===== src/rtl/module_bcd_display_driver.sv =====
// Binary-to-BCD converter (double dabble) feeding a multiplexed 7-seg display.
// Ports: clk, rst (sync, active-high), load/bin in; busy, done, seg, an out.
module module_bcd_display_driver #(
  parameter int WIDTH       = 12,
  parameter int DIGITS      = 4,
  parameter int REFRESH_DIV = 27000,
  parameter int LZ_BLANK    = 1
) (
  input  logic              clk,
  input  logic              rst,
  input  logic              load,
  input  logic [WIDTH-1:0]  bin,
  output logic              busy,
  output logic              done,
  output logic [6:0]        seg,
  output logic [DIGITS-1:0] an
);

  // BCD register holds every decimal digit WIDTH bits can produce,
  // and at least DIGITS digits so narrow inputs still fill the display.
  localparam int NB   = (WIDTH * 3) / 10 + 1;
  localparam int NBCD = (NB > DIGITS) ? NB : DIGITS;
  localparam int BW   = 4 * NBCD;
  localparam int CW   = $clog2(WIDTH + 1);
  localparam int RW   = (REFRESH_DIV > 1) ? $clog2(REFRESH_DIV) : 1;
  localparam int DW   = (DIGITS > 1) ? $clog2(DIGITS) : 1;

  typedef enum logic [1:0] {
    S_IDLE,
    S_SHIFT,
    S_COMMIT
  } state_t;

  state_t              r_state;
  state_t              w_next;
  logic [WIDTH-1:0]    r_bin;
  logic [BW-1:0]       r_bcd;
  logic [CW-1:0]       r_cnt;
  logic [4*DIGITS-1:0] r_disp;
  logic                r_ovf;
  logic                r_done;
  logic [BW-1:0]       w_adj;
  logic                w_ovf;

  logic [RW-1:0]       r_ref;
  logic [DW-1:0]       r_dig;
  logic [DIGITS-1:0]   r_an;
  logic [6:0]          r_seg;
  logic [DIGITS-1:0]   w_show;
  logic [3:0]          w_nib;
  logic [6:0]          w_seg;

  always_comb begin
    w_next = r_state;
    unique case (r_state)
      S_IDLE:   if (load) w_next = S_SHIFT;
      S_SHIFT:  if (r_cnt == CW'(WIDTH - 1)) w_next = S_COMMIT;
      S_COMMIT: w_next = S_IDLE;
      default:  w_next = S_IDLE;
    endcase
  end

  // Add-3 correction on every nibble before the shift.
  always_comb begin
    w_adj = r_bcd;
    for (int i = 0; i < NBCD; i++) begin
      if (r_bcd[4*i +: 4] >= 4'd5)
        w_adj[4*i +: 4] = r_bcd[4*i +: 4] + 4'd3;
    end
  end

  // Any nonzero digit above the display width means overflow.
  always_comb begin
    w_ovf = 1'b0;
    for (int i = DIGITS; i < NBCD; i++) begin
      w_ovf = w_ovf | (|r_bcd[4*i +: 4]);
    end
  end

  always_ff @(posedge clk) begin
    if (rst) begin
      r_state <= S_IDLE;
      r_bin   <= '0;
      r_bcd   <= '0;
      r_cnt   <= '0;
      r_disp  <= '0;
      r_ovf   <= 1'b0;
      r_done  <= 1'b0;
    end else begin
      r_state <= w_next;
      r_done  <= 1'b0;
      if (r_state == S_IDLE) begin
        if (load) begin
          r_bin <= bin;
          r_bcd <= '0;
          r_cnt <= '0;
        end
      end else if (r_state == S_SHIFT) begin
        r_bcd <= {w_adj[BW-2:0], r_bin[WIDTH-1]};
        r_bin <= {r_bin[WIDTH-2:0], 1'b0};
        r_cnt <= r_cnt + 1'b1;
      end else begin
        r_disp <= r_bcd[4*DIGITS-1:0];
        r_ovf  <= w_ovf;
        r_done <= 1'b1;
      end
    end
  end

  // A digit is shown if it or any higher digit is nonzero;
  // digit 0 is always shown.
  always_comb begin
    logic v_acc;
    v_acc  = 1'b0;
    w_show = '0;
    for (int i = DIGITS - 1; i >= 0; i--) begin
      v_acc     = v_acc | (r_disp[4*i +: 4] != 4'd0);
      w_show[i] = v_acc || (i == 0) || (LZ_BLANK == 0);
    end
  end

  assign w_nib = r_disp[4*int'(r_dig) +: 4];

  always_comb begin
    w_seg = 7'b0000000;
    if (r_ovf) begin
      w_seg = 7'b1000000;
    end else if (w_show[r_dig]) begin
      case (w_nib)
        4'd0:    w_seg = 7'b0111111;
        4'd1:    w_seg = 7'b0000110;
        4'd2:    w_seg = 7'b1011011;
        4'd3:    w_seg = 7'b1001111;
        4'd4:    w_seg = 7'b1100110;
        4'd5:    w_seg = 7'b1101101;
        4'd6:    w_seg = 7'b1111101;
        4'd7:    w_seg = 7'b0000111;
        4'd8:    w_seg = 7'b1111111;
        4'd9:    w_seg = 7'b1101111;
        default: w_seg = 7'b0000000;
      endcase
    end
  end

  always_ff @(posedge clk) begin
    if (rst) begin
      r_ref <= '0;
      r_dig <= '0;
      r_an  <= ~DIGITS'(1);
      r_seg <= 7'b0111111;
    end else begin
      if (r_ref == RW'(REFRESH_DIV - 1)) begin
        r_ref <= '0;
        if (r_dig == DW'(DIGITS - 1))
          r_dig <= '0;
        else
          r_dig <= r_dig + 1'b1;
      end else begin
        r_ref <= r_ref + 1'b1;
      end
      r_an  <= ~(DIGITS'(1) << r_dig);
      r_seg <= w_seg;
    end
  end

  assign busy = (r_state != S_IDLE);
  assign done = r_done;
  assign seg  = r_seg;
  assign an   = r_an;

endmodule


===== config.mk =====
export PLATFORM = sky130hd
export DESIGN_NAME = module_bcd_display_driver
export DESIGN_NICKNAME = d
export VERILOG_FILES = /design/src/rtl/module_bcd_display_driver.sv
export SDC_FILE = /design/constraint.sdc
export NUM_CORES = 1
export LEC_CHECK = 0
export CAP_MARGIN = 20
export CORE_AREA = 2 2 118 63
export DETAILED_ROUTE_END_ITERATION = 12
export DIE_AREA = 0 0 120 65
export GPL_ROUTABILITY_DRIVEN = 0
export GPL_TIMING_DRIVEN = 0
export PLACE_DENSITY = 0.82
export RECOVER_POWER = 50
export SETUP_SLACK_MARGIN = 0.2
export SLEW_MARGIN = 10
export SYNTH_ARGS = -nofsm -noshare
export SYNTH_HDL_FRONTEND = slang
export SYNTH_SLANG_ARGS = --single-unit

===== constraint.sdc =====
create_clock -name clk -period 2.65 [get_ports clk]
set_input_delay 0.53 -clock clk [delete_from_list [all_inputs] [get_ports clk]]
set_output_delay 0.53 -clock clk [all_outputs]
set_load 0.02 [all_outputs]

==> flow_summary.yaml <==
synth:
  post_synth_xor_area_fraction_pct: 4.82
  synth_largest_area_cell: "sky130_fd_sc_hd__dfxtp_1"
  avg_cell_area_syn_um2: 8.88
  synth_area_leaders: "sky130_fd_sc_hd__dfxtp_1 44%, sky130_fd_sc_hd__nor2_1 7.2%, sky130_fd_sc_hd__ha_1 6.5%"
  yosysWarnings: 0
  synth.yosys.seq_area_share_pct: 43.5
  post_synth_num_cell_types: 44
  synthTopCellsByCount: "79 x sky130_fd_sc_hd__dfxtp_1, 70 x sky130_fd_sc_hd__nor2_1, 44 x sky130_fd_sc_hd__nand2_1"
  synth-async-reset-ratio_pct: 0
  synth-compound-area-share_pct: 11.5
  post-synth-top-area-fraction_pct: 43.5
  synth_top_flop_cell: "sky130_fd_sc_hd__dfxtp_1"
  post_synth_fa_ha_maj_area_fraction_pct: 6.54
  netlist_area_um2: 3630
  yosys-mux-area-fraction_pct: 8.03
  synth_seq_cells: 79
  synth.most_common_cell: "sky130_fd_sc_hd__dfxtp_1"
  synth_fp_nets: 443
  synth-edff-count: 0
  post_synth_and_or_nand_nor_area_fraction_pct: 20.9
  synth_top_family_by_area: "simple AND/OR/NAND/NOR gates"
  netlist_instances: 409
hold_path:
  hold_path_depth: 2
  min_to: "r_bin[5]"
  hold_path_startpoint: "r_bin[4]"
  holdCritPathClass: "flop to flop"
floorplanning:
  start_util_pct: 52.6
  die-height_um: 65
  placeableCoreArea_um2: 6910
  io-pin-count: 28
  fp.dieW_um: 120
  placement_rows: 22
  die-area_um2: 7800
worst_setup_path:
  critPathSlowestCell: "sky130_fd_sc_hd__dlygate4sd3_1"
  setup.worst_path.start_class: "primary input"
  critical_path_buf_inv_count: 3
  setup.worst_path.end_class: "flop"
  reg2reg_setup_slack_ps: 320
  crit_chain: "dlygate4sd3_1 -> nor2_1 -> or2_2 -> clkbuf_1 -> buf_1 -> nand2_1 -> a21oi_1"
  crit_required_ps: 2920
  reg2reg_to: "r_disp[13]"
  timing.setup.critical_path_class: "primary input to flop"
  max_stage_delay_ps: 580
  startpoint_of_the_lowest_slack_register_to_register_path: "r_state[1]"
  critical_path_peak_fanout: 10
  top_cell_family_by_delay_on_the_critical_path: "buffers and inverters"
  ff2ff_path_depth: 5
  cp_data_arrival_time_ps: 2660
route:
  vias: 3119
  routed_via_density: 5.70
  postRouteAntennaNets: 0
  drt_wl_total_um: 8950
  drc_marker_count_from_the_first_detailed_route_iteration: 331
  drt-pass1-iter-count: 5
  wire_per_inst_um: 16.4
  drc: 0
power_and_ir_drop:
  power_switching_share_pct: 21.3
  power.sequential.fraction_pct: 44.8
  power_share_of_the_combinational_group_pct: 5.2
  vdd_drop_max_mv: 0.452
  p_int_mw: 2.16
  leakage_nw: 1.60
  p_per_area_nw_per_um2: 631
  power.switching_mw: 0.583
  power.clock.fraction_pct: 50.0
timing:
  timing.final.max_slew_violations: 0
  final.setup.tns_ps: 0
  finalHoldViolations: 0
  max-slew-margin-rel_pct: 47.5
  clock_skew_ps: 4.10
  final_period_minus_worst_setup_slack_ps: 2390
  worst_slew_pin_slew_ps: 787
  grt_setup_unrepaired: "no"
  share_of_the_clock_period_used_by_the_worst_path_pct: 90.3
  timing.hold.ws_ps: 479
  setup-violations-final: 0
  fmax_ghz: 0.418
placement:
  place.detailed.hpwl_um: 6350
  port_buffers: 27
global_route:
  globalRouteOverflowTotal: 0
  antenna_violations_before_repair: 0
  gr-usage-all-layers_pct: 24.4
  first_global_vias: 2925
  global_route_wire_length_before_repair_um: 14500
  pin_count_of_the_biggest_net_entering_global_routing: 13
clock_tree:
  cts_clk_pin_slew_worst_paths_ps: 60
  cts_num_sinks: 79
  tritoncts.num_buffers: 9
  cts_root_buf: "sky130_fd_sc_hd__clkbuf_16"
  tritoncts_clock_tree: "yes"
  post_cts.repair.setup_buffers: 0
  clock_tree.htree_level_count: 3
  clk-insertion-delay-late_ps: 340
  clock_tree.buffer_depth: 2
layout:
  finalNetCount: 481
  insertedDiodeCount: 0
  synthToLayoutAreaGrowth_pct: 19.7
  drive_above_1_share_pct: 5.99
run_status:
  outcome: "finished, final reports clean"
job:
  number_of_violations_of_the_max_capacitance_limit: 0
==> timing repair <==
action / in CTS / in global routing
hold buffers: 0 / 0
endpoints found under the setup margin: 1 / 0
resized for setup: 3 / 0
==> cell type report <==
type | instances | area [µm²]
flip-flops and latches | 79 | 1580
multi-input cells | 291 | 1880
well taps | 96 | 120
inverters | 18 | 67.6
fillers | 546 | 2560
clock inverters | 3 | 65.1
repair buffers | 27 | 269
plain buffers | 21 | 100
clock buffers | 12 | 267
==> power groups by stage <==
stage,Sequential [mW],Clock (mW),Combinational [mW]
2_1_floorplan,1.25,0,0.0830
3_3_place_gp,1.25,0,0.134
3_5_place_dp,1.25,0,0.140
4_1_cts,1.23,1.38,0.141
5_1_grt,1.23,1.43,0.155
6_report,1.23,1.37,0.143
==> state kept, by name, summed over array words and instances (netlist names) <==
register  count
an            4
done          1
r_bcd        16
r_bin        12
r_cnt         4
r_dig         2
r_disp       16
r_ref        15
r_state       2
seg           7
==> kinds of logic (layout without fill, tap and decap cells) <==
group,count (synthesis),in the layout
compound gates,62,62
xor+xnor,20,20
fa+ha+maj,19,19
buf+inv,39,81
flops,79,79
mux,24,24
simple gates,166,166
==> cell usage in the layout, fill, tap and decap left out, drive strengths merged, types with 2 or more instances in the layout <==
| cell type | synthesis | final |
|---|---|---|
| nand2 | 44 | 44 |
| nand2b | 8 | 8 |
| bufinv | 0 | 2 |
| clkdlybuf4s50 | 0 | 12 |
| a311oi | 12 | 12 |
| nor2 | 70 | 70 |
| nand4b | 2 | 2 |
| nand3 | 9 | 9 |
| dlygate4sd3 | 0 | 14 |
| dfxtp | 79 | 79 |
| a32oi | 3 | 3 |
| nand3b | 3 | 3 |
| and3 | 4 | 4 |
| nor3 | 7 | 7 |
| a21oi | 15 | 15 |
| o211ai | 3 | 3 |
| nand4 | 2 | 2 |
| buf | 6 | 4 |
| a21o | 5 | 5 |
| ha | 19 | 19 |
| xnor2 | 11 | 11 |
| inv | 18 | 18 |
| or2 | 2 | 2 |
| o21ai | 12 | 12 |
| a22oi | 8 | 8 |
| mux2i | 19 | 19 |
| mux4 | 4 | 4 |
| nor2b | 5 | 5 |
| clkbuf | 15 | 29 |
| xor2 | 9 | 9 |
| nor4 | 4 | 4 |
| or3 | 3 | 3 |
==> worst max path at each step <==
stage / to / slack [ps] / cells after the start / from
6_report: r_bcd[2] / 260 / 7 / load
2_1_floorplan: seg[0] / 580 / 7 / r_dig[0]
5_1_grt: r_bcd[9] / 130 / 7 / load
3_5_place_dp: r_bcd[9] / 90 / 7 / load
3_3_place_gp: r_bcd[9] / 150 / 7 / load
4_1_cts: seg[0] / 390 / 7 / r_dig[0]
==> metal layers <==
metal  track usage, %  part of all wire, %  vias up
li1                 -                    -     1485
met1             34.7                   47     1451
met2             34.2                   41      167
met3             7.66                   10       16
met4             9.41                  1.6        0
met5                0                    0        -
==> per-stage QoR <==
step	cells	instance area, µm²	setup WS [ps]	power (mW)	util [%]
after floorplan	409	3630	577	1.33	-
after global placement	532	4020	154	1.39	58.2
after detailed placement	532	4020	88.1	1.39	58.2
after CTS	547	4360	390	2.75	63.0
after global routing	547	4350	127	2.82	62.9
final	547	4350	258	2.74	62.9
==> worst min-delay path: cells and delay by family, from the launching register on <==
kind | cells | cell delay [ps]
AOI/OAI and AO/OA | 1 | 80
DFF | 1 | 310
and+or+nand+nor | 1 | 50
(Power assumes the default switching activity.)
